[src/rtl/card_pkg.sv]
// Shared types and constants for the card shoe.
//   rank_t / suit_t  : card encoding seen by the baccarat datapath
//   shoe_state_t     : dealer FSM states
//   card_bit()       : (suit, rank) -> position in the 52-bit used mask
package card_pkg;

  localparam int RANK_MAX  = 13;
  localparam int DECK_SIZE = 4 * RANK_MAX;

  typedef logic [3:0] rank_t;
  typedef logic [1:0] suit_t;

  typedef enum logic {IDLE, SEARCH} shoe_state_t;

  // Ranks are 1-based, so rank 0 never reaches this function.
  function automatic logic [5:0] card_bit(suit_t s, rank_t r);
    return ({4'b0000, s} * 6'(RANK_MAX)) + {2'b00, r} - 6'd1;
  endfunction

endpackage

[src/rtl/card_index_counter.sv]
// Suit/rank wrap counter: rank 1..RANK_MAX, carry into a 2-bit suit that
// wraps 3 -> 0. Resets to suit 0 rank 1. Load has priority over enable.
//   clock, resetb          : clock, async active-low reset
//   load_i, load_suit_i/_rank_i : synchronous load of a position
//   en_i                   : advance one position
//   suit_o, rank_o         : current position
module card_index_counter
  import card_pkg::*;
#(
  parameter int RANK_MAX = card_pkg::RANK_MAX
) (
  input  logic  clock,
  input  logic  resetb,
  input  logic  load_i,
  input  suit_t load_suit_i,
  input  rank_t load_rank_i,
  input  logic  en_i,
  output suit_t suit_o,
  output rank_t rank_o
);

  suit_t suit_q, suit_d;
  rank_t rank_q, rank_d;

  always_comb begin
    suit_d = suit_q;
    rank_d = rank_q;
    if (load_i) begin
      suit_d = load_suit_i;
      rank_d = load_rank_i;
    end else if (en_i) begin
      if (rank_q == rank_t'(RANK_MAX)) begin
        rank_d = rank_t'(1);
        suit_d = suit_q + suit_t'(1);
      end else begin
        rank_d = rank_q + rank_t'(1);
      end
    end
  end

  always_ff @(posedge clock or negedge resetb) begin
    if (!resetb) begin
      suit_q <= '0;
      rank_q <= rank_t'(1);
    end else begin
      suit_q <= suit_d;
      rank_q <= rank_d;
    end
  end

  assign suit_o = suit_q;
  assign rank_o = rank_q;

endmodule

[src/rtl/card_shoe.sv]
// 52-card shoe dealing without replacement. A request latches the current
// value of a free-running index counter as a probe pointer; the probe then
// walks forward past already-dealt cards until it finds a free one.
//   clock, resetb  : fast clock, async active-low reset
//   req, shuffle   : deal request / return all cards (shuffle wins)
//   card_valid     : one-cycle pulse, new card on rank/suit
//   rank, suit     : last dealt card (rank 0 = none since reset/shuffle)
//   cards_left     : undealt cards, empty when zero
//   underflow      : one-cycle pulse, request accepted while empty
//
// state  | meaning
// IDLE   | waiting for req/shuffle
// SEARCH | probing the used mask for a free card
module card_shoe
  import card_pkg::*;
#(
  parameter int DECK_SIZE = card_pkg::DECK_SIZE,
  parameter int RANK_MAX  = card_pkg::RANK_MAX
) (
  input  logic       clock,
  input  logic       resetb,
  input  logic       req,
  input  logic       shuffle,
  output logic       card_valid,
  output logic [3:0] rank,
  output logic [1:0] suit,
  output logic [5:0] cards_left,
  output logic       empty,
  output logic       underflow
);

  shoe_state_t          state_q, state_d;
  logic [DECK_SIZE-1:0] mask_q, mask_d;
  logic [5:0]           left_q, left_d;
  rank_t                rank_q, rank_d;
  suit_t                suit_q, suit_d;
  logic                 valid_q, valid_d;
  logic                 uflow_q, uflow_d;

  suit_t ix_suit, pr_suit;
  rank_t ix_rank, pr_rank;
  logic  pr_load, pr_en;
  logic [5:0] pr_bit;

  card_index_counter #(.RANK_MAX(RANK_MAX)) u_index (
    .clock(clock), .resetb(resetb),
    .load_i(1'b0), .load_suit_i('0), .load_rank_i('0), .en_i(1'b1),
    .suit_o(ix_suit), .rank_o(ix_rank)
  );

  // Probe pointer starts from the pre-increment index value on accept.
  card_index_counter #(.RANK_MAX(RANK_MAX)) u_probe (
    .clock(clock), .resetb(resetb),
    .load_i(pr_load), .load_suit_i(ix_suit), .load_rank_i(ix_rank), .en_i(pr_en),
    .suit_o(pr_suit), .rank_o(pr_rank)
  );

  assign pr_bit = card_bit(pr_suit, pr_rank);

  always_comb begin
    state_d = state_q;
    mask_d  = mask_q;
    left_d  = left_q;
    rank_d  = rank_q;
    suit_d  = suit_q;
    valid_d = 1'b0;
    uflow_d = 1'b0;
    pr_load = 1'b0;
    pr_en   = 1'b0;
    if (shuffle) begin
      // Shuffle wins in either state and aborts any search in flight.
      state_d = IDLE;
      mask_d  = '0;
      left_d  = 6'(DECK_SIZE);
      rank_d  = '0;
      suit_d  = '0;
    end else begin
      case (state_q)
        IDLE: begin
          if (req) begin
            if (left_q == '0) begin
              uflow_d = 1'b1;
            end else begin
              pr_load = 1'b1;
              state_d = SEARCH;
            end
          end
        end
        SEARCH: begin
          if (!mask_q[pr_bit]) begin
            mask_d[pr_bit] = 1'b1;
            rank_d  = pr_rank;
            suit_d  = pr_suit;
            left_d  = left_q - 6'd1;
            valid_d = 1'b1;
            state_d = IDLE;
          end else begin
            pr_en = 1'b1;
          end
        end
        default: state_d = IDLE;
      endcase
    end
  end

  always_ff @(posedge clock or negedge resetb) begin
    if (!resetb) begin
      state_q <= IDLE;
      mask_q  <= '0;
      left_q  <= 6'(DECK_SIZE);
      rank_q  <= '0;
      suit_q  <= '0;
      valid_q <= 1'b0;
      uflow_q <= 1'b0;
    end else begin
      state_q <= state_d;
      mask_q  <= mask_d;
      left_q  <= left_d;
      rank_q  <= rank_d;
      suit_q  <= suit_d;
      valid_q <= valid_d;
      uflow_q <= uflow_d;
    end
  end

  assign card_valid = valid_q;
  assign rank       = rank_q;
  assign suit       = suit_q;
  assign cards_left = left_q;
  assign empty      = (left_q == '0);
  assign underflow  = uflow_q;

endmodule
[config.mk]
export PLATFORM = sky130hd
export DESIGN_NAME = card_shoe
export DESIGN_NICKNAME = d
export VERILOG_FILES = /design/src/rtl/card_pkg.sv /design/src/rtl/card_index_counter.sv /design/src/rtl/card_shoe.sv
export SDC_FILE = /design/constraint.sdc
export NUM_CORES = 1
export LEC_CHECK = 0
export BUFFER_PORTS_ARGS = -buffer_cell sky130_fd_sc_hd__buf_2
export CORE_MARGIN = 2
export CORE_UTILIZATION = 40
export CTS_BUF_LIST = sky130_fd_sc_hd__clkbuf_4 sky130_fd_sc_hd__clkbuf_8
export DETAILED_ROUTE_END_ITERATION = 12
export SLEW_MARGIN = 30
export SYNTH_ARGS = -nofsm -noshare
export SYNTH_HDL_FRONTEND = slang
export SYNTH_SLANG_ARGS = --single-unit
[constraint.sdc]
create_clock -name clock -period 5.2 [get_ports clock]
set_input_delay 0.52 -clock clock [delete_from_list [all_inputs] [get_ports clock]]
set_output_delay 0.52 -clock clock [all_outputs]
set_load 0.05 [all_outputs]
==> qor.txt, run 1 <==
Worst-path clk slew = 0.08 ns
Initial Utilization = 40.9%
Cells after Synth = 407
Die W = 106 um
Wire per inst = 16.4 um
Synth async-reset ratio = 100%
Routability cong. = 0.771
DR vias = 3066
Worst path slowest cell = fa_2
First DRT Iteration DRCs = 247
Syn Area/Cell = 10.3 um^2
Core area = 10200 um^2
I/O pin total = 19
Antenna viol nets, final = 0
Yosys warnings = 0
Final TNS setup = 0 ns
Number of flops mapped to enable cells by yosys = 0
Die Ht = 106 um
Die footprint = 11300 um^2
Largest net degree at the start of global routing = 80
GRT overflow = 0
TritonCTS Buffers = 9
Post-synth top area share = 44.2%
Fin Hold WS = 0.173 ns
Max Cap Viol = 0
Layout Nets = 432
Startpoint type of the worst setup path = flop
Nature of the critical path endpoint = flop
Sequential-to-total area share from yosys stat = 47.3%
Total GRT Usage = 17.5%
Clk_lat worst skew = 0.36 ns
Number of max-slew violations in the final report = 0
Maximum VDD drop = 0.135 mV
Dpl ws = 0.422 ns
Synth top area cells = dfrtp_1, mux4_2, o22ai_1
Worst endpoint data arrival time = 4.74 ns
Peak Freq = 224 MHz
Status = finished, final reports clean
Endpoints failing setup = 0
Post-DP HPWL = 6040 um
Fin crit period = 4.46 ns
Pleak = 1.86 nW
Row count = 37
Critical Path Fanout Max = 21
Port bufs = 18
Routed Wire Length = 9110 um
Predominant post-synthesis flop cell = dfrtp_1
Final hold vios = 0
CTS root buf = clkbuf_8
Synthesized flop and latch total = 79
Leading area contributor after synthesis = dfrtp_1
RSZ-0062 raised after global routing = false
Worst path most repeated cell = inv_1
Mapped Area = 4190 um^2
Cell Pwr Density = 366 nW/um^2
Antenna fix cells = 0
TritonCTS clock tree = done
Syn nets = 423
Max_slew headroom = 39.1%
DR pass1 iterations = 5
Fin cells = 557
Number of gates resized after cts = 0
Vias per inst = 5.50
Clock sinks = 79
Post-CTS Setup Inserts = 0
Worst-path cell chain = inv_1, fa_1, inv_1, ha_1, inv_1, fa_2, mux4_2, mux2i_1, o211ai_1, mux2i_2, mux2i_4, o31ai_1, or3b_1
Initial antenna violation count = 0
Number of cells in the design after placement = 541
Residual DRC = 0
Clock buffer depth = 2
Layout Area Growth over Synthesis = 9.23%
Crit share post-route = 85.7%
Global-route wire length before repair = 15600 um
Hold-fix buffers, CTS = 0
Number of global-route vias before repair = 2997
Actual slew at the worst max-slew pin = 0.914 ns
Synth cell types = 55
Clock skew = 0.00760 ns
CP required = 5.48 ns
H-tree depth = 3
Worst Setup Slack, final = 0.745 ns
Layout cell share with drive strength beyond 1 = 16.6%
Max stage delay on crit path = 0.89 ns
Hold crit path type = input port to async pin
Worst Path Class, Setup = flop to flop
## report_power, final
part           total [mW]  switching, mW  internal [mW]  leakage, nW
sequential          0.660         0.0235          0.637         1.05
clock               0.469          0.229          0.240        0.107
combinational       0.544          0.359          0.185        0.703
total                1.67          0.611           1.06         1.86
## flip-flops by register name, indices dropped and copies added (netlist names)
register        cells
card_valid          1
cards_left          6
mask_q             52
rank                4
state_q             1
suit                2
u_index.rank_o      4
u_index.suit_o      2
u_probe.rank_o      4
u_probe.suit_o      2
underflow           1
## kinds of logic after synthesis
kind of cell    after synthesis  synth area share (%)
simple gates                100                  12.6
compound gates               94                  14.6
buf+inv                      88                  8.39
flops                        79                  47.3
mux                          24                  10.3
fa+ha+maj                    12                  4.12
xor+xnor                     10                  2.63
## critical path, delay by kind of cell, from the launching register on
family	cells	cell delay, ns
multiplexers	4	1.35
buffers and inverters	3	0.28
adder cells (fa/ha/maj)	3	1.55
AND/OR/NAND/NOR	1	0.36
AO/OA/AOI/OAI	2	0.37
flip-flops	1	0.48
## routing by layer
metal	vias up	GRT usage, %	wire length (um)
met2	58	26.0	4240
met4	0	5.92	111
met3	10	3.86	300
li1	1474	-	-
met5	-	0	0
met1	1524	25.4	4460
## cells in the final DEF, fill, tap and decap left out, types with 11 or more instances in the layout
master and n:
o32ai_1 11, buf_2 17, dfrtp_1 74, mux4_2 13
nand3_1 26, nor2_1 17, a21oi_1 11, inv_1 65
o22ai_1 40, nand2_1 19
## final timing paths
path | startpoint | end | slack (ns) | cells past startpoint
max reg2reg | u_probe.suit_o[0] | cards_left[4] | 0.74 | 13
max in group asynchronous | resetb | mask_q[43] | 4.51 | 1
min | resetb | mask_q[29] | 0.17 | 1
min reg2reg | u_index.suit_o[1] | u_index.suit_o[1] | 0.49 | 1
min in group clock | u_index.suit_o[1] | u_index.suit_o[1] | 0.49 | 1
max | u_probe.suit_o[0] | cards_left[4] | 0.74 | 13
## synthesized netlist by cell type, types with 4 or more instances
cell      number
o21ai_1        6
nand4_1        7
nand3_1       26
ha_1           9
xnor2_1        5
buf_2          5
mux2i_1        4
mux4_2        13
nand2b_1       6
clkbuf_1      15
nand2_1       19
a21oi_1       11
or3_1          4
o22ai_1       40
o21ai_0        8
dfstp_2        5
nor2_1        17
inv_1         65
o32ai_1       11
dfrtp_1       74
## final cells by class
cell class,count,area [um^2]
Fill cell,966,5660
Sequential cell,79,1980
Multi-Input combinational cell,240,1860
Inverter,65,244
Tap cell,136,170
Clock buffer,11,145
Timing Repair Buffer,21,119
Clock inverter,5,57.6
## stage by stage
step	power (mW)	cell area [um^2]	util, %
global placement	1.21	4370	42.7
detailed placement	1.21	4370	42.7
finish	1.67	4580	44.7
global route	1.77	4580	44.7
CTS	1.69	4570	44.7
floorplan	1.11	4190	-
No activity file was read; power rests on OpenSTA's default activity.
==> run 2: changes to the inputs <==
- REMOVE_ABC_BUFFERS: default -> 1
- SETUP_SLACK_MARGIN: default -> 0.1
==> run 2 against run 1 <==
Effect of this change: combinational power grew 3%; sequential share of layout area grew 0.083 points; cell count grew 0.36%; utilization shrank 0.086 points; sequential cell count is the same; sequential power is essentially flat.
==> qor.txt, run 2 (synthesis results as in run 1) <==
Status = finished, final reports clean (unchanged)
FILL cells = 993 (was 966)
Worst path slowest cell = fa_1 (was fa_2)
CP required = 5.45 ns (was 5.48 ns)
Worst endpoint data arrival time = 4.95 ns (was 4.74 ns)
Hold-fix buffers, CTS = 0 (unchanged)
I/O pin total = 19 (unchanged)
Residual DRC = 0 (unchanged)
Worst Path Class, Setup = flop to flop (unchanged)
GRT overflow = 0 (unchanged)
Die W = 106 um (unchanged)
Vias per inst = 5.52 (was 5.50)
Post-DP HPWL = 6180 um (was 6040 um)
Total GRT Usage = 17.8% (was 17.5%)
Row count = 37 (unchanged)
Cell Pwr Density = 360 nW/um^2 (was 366 nW/um^2)
First DRT Iteration DRCs = 147 (was 247)
Port bufs = 18 (unchanged)
Max stage delay on crit path = 1.07 ns (was 0.89 ns)
Initial antenna violation count = 0 (unchanged)
Max Cap Viol = 0 (unchanged)
Final TNS setup = 0 ns (unchanged)
Number of max-slew violations in the final report = 0 (unchanged)
Endpoints failing setup = 0 (unchanged)
Number of global-route vias before repair = 3169 (was 2997)
Clock skew = 0.0161 ns (was 0.00760 ns)
Fin cells = 559 (was 557)
Number of flip-flops in the largest register = 52 (unchanged)
Core area = 10200 um^2 (unchanged)
Storage element area = 1980 um^2 (unchanged)
Antenna viol nets, final = 0 (unchanged)
TritonCTS Buffers = 9 (unchanged)
Crit share post-route = 90.4% (was 85.7%)
DR pass1 iterations = 4 (was 5)
Routability cong. = 0.798 (was 0.771)
Worst-path clk slew = 0.09 ns (was 0.08 ns)
TritonCTS clock tree = done (unchanged)
Number of gates resized after cts = 0 (unchanged)
Critical Path Fanout Max = 17 (was 21)
CTS root buf = clkbuf_8 (unchanged)
Worst Setup Slack, final = 0.501 ns (was 0.745 ns)
Wire per inst = 16.7 um (was 16.4 um)
Clock sinks = 79 (unchanged)
DR vias = 3087 (was 3066)
Clk_lat worst skew = 0.36 ns (about the same)
Worst-path cell chain = inv_1, fa_1, inv_1, ha_1, inv_1, fa_1, mux4_2, mux2i_1, o211ai_1, mux2i_2, mux2_4, nand4b_1, mux2_1 (was inv_1, fa_1, inv_1, ha_1, inv_1, fa_2, mux4_2, mux2i_1, o211ai_1, mux2i_2, mux2i_4, o31ai_1, or3b_1)
Layout Area Growth over Synthesis = 9.02% (was 9.23%)
Largest net degree at the start of global routing = 80 (unchanged)
Hold crit path type = input port to async pin (unchanged)
Layout Nets = 434 (was 432)
Global-route wire length before repair = 15900 um (was 15600 um)
Most flops, register = mask_q (unchanged)
RSZ-0062 raised after global routing = false (unchanged)
Pleak = 1.85 nW (was 1.86 nW)
H-tree depth = 3 (unchanged)
Startpoint type of the worst setup path = flop (unchanged)
Number of cells in the design after placement = 543 (was 541)
Nature of the critical path endpoint = flop (unchanged)
Layout cell share with drive strength beyond 1 = 16.8% (was 16.6%)
Fin Hold WS = 0.171 ns (was 0.173 ns)
Area of the multi-input gates = 1850 um^2 (was 1860 um^2)
Initial Utilization = 40.9% (unchanged)
Final hold vios = 0 (unchanged)
Worst path most repeated cell = inv_1 (unchanged)
Antenna fix cells = 0 (unchanged)
Clock buffer depth = 2 (unchanged)
Peak Freq = 213 MHz (was 224 MHz)
Actual slew at the worst max-slew pin = 0.916 ns (was 0.914 ns)
Post-CTS Setup Inserts = 0 (unchanged)
Fin crit period = 4.70 ns (was 4.46 ns)
Most frequent cells in the layout = dfrtp_1, inv_1, o22ai_1 (unchanged)
Power, Total = 1.64 mW (was 1.67 mW)
Die Ht = 106 um (unchanged)
Most common cell after layout, fill and taps aside = dfrtp_1 (unchanged)
Max_slew headroom = 38.9% (was 39.1%)
Routed Wire Length = 9330 um (was 9110 um)
Die footprint = 11300 um^2 (unchanged)
Dpl ws = 0.488 ns (was 0.422 ns)
Maximum VDD drop = 0.169 mV (was 0.135 mV)
## run 2: cell types whose count changed in the layout (fill, tap and decap cells not counted), sizes merged
cell | previous run | this run
buf | 21 | 23
clkbuf | 11 | 9
clkinvlp | 0 | 2
inv | 65 | 67
bufinv | 1 | 0
clkinv | 4 | 3
## run 2: per-layer routing
metal | share of wire [%] | wire length [um] | track usage [%]
met1 | 46 | 4310 | 24.8
met2 | 49 | 4580 | 28.1
met3 | 3.6 | 340 | 3.13
met4 | 1.1 | 103 | 5.73
met5 | 0 | 0 | 0
## run 2: area by class of cell
class	instances	share of cell area [%]
clock inverters	7	1.26
flip-flops and latches	79	43.4
multi-input cells	240	40.6
clock buffers	9	2.71
inverters	65	5.34
well taps	136	3.73
repair buffers	23	2.93
## run 2: worst paths after layout
check | start | to | slack (ns) | depth (start not counted)
worst max-delay path | u_probe.suit_o[0] | cards_left[3] | 0.50 | 13
worst min-delay path | resetb | mask_q[27] | 0.17 | 1
worst max register to register | u_probe.suit_o[0] | cards_left[3] | 0.50 | 13
worst min register to register | u_index.suit_o[1] | u_index.suit_o[1] | 0.48 | 1
max in group asynchronous | resetb | card_valid | 4.51 | 1
min in group clock | req | underflow | 0.47 | 2
## run 2: critical path, delay by kind of cell, from the launching register on
kind	cells	cell delay [ns]
buffers and inverters	3	0.29
adder cells (fa/ha/maj)	3	1.72
AO/OA/AOI/OAI	1	0.11
flip-flops	1	0.51
multiplexers	5	1.84
AND/OR/NAND/NOR	1	0.13
## run 2: report_power, final
part | switching (mW) | total, mW | internal [mW] | leakage, nW
combinational | 0.369 | 0.558 | 0.189 | 0.714
sequential | 0.0238 | 0.660 | 0.637 | 1.05
clock | 0.248 | 0.426 | 0.179 | 0.0877
## run 2: stage by stage
stage | utilization, % | area [um^2]
after floorplan | - | 4080
after global placement | 42.8 | 4380
after detailed placement | 42.9 | 4390
after CTS | 44.6 | 4570
after global routing | 44.6 | 4570
final | 44.6 | 4570
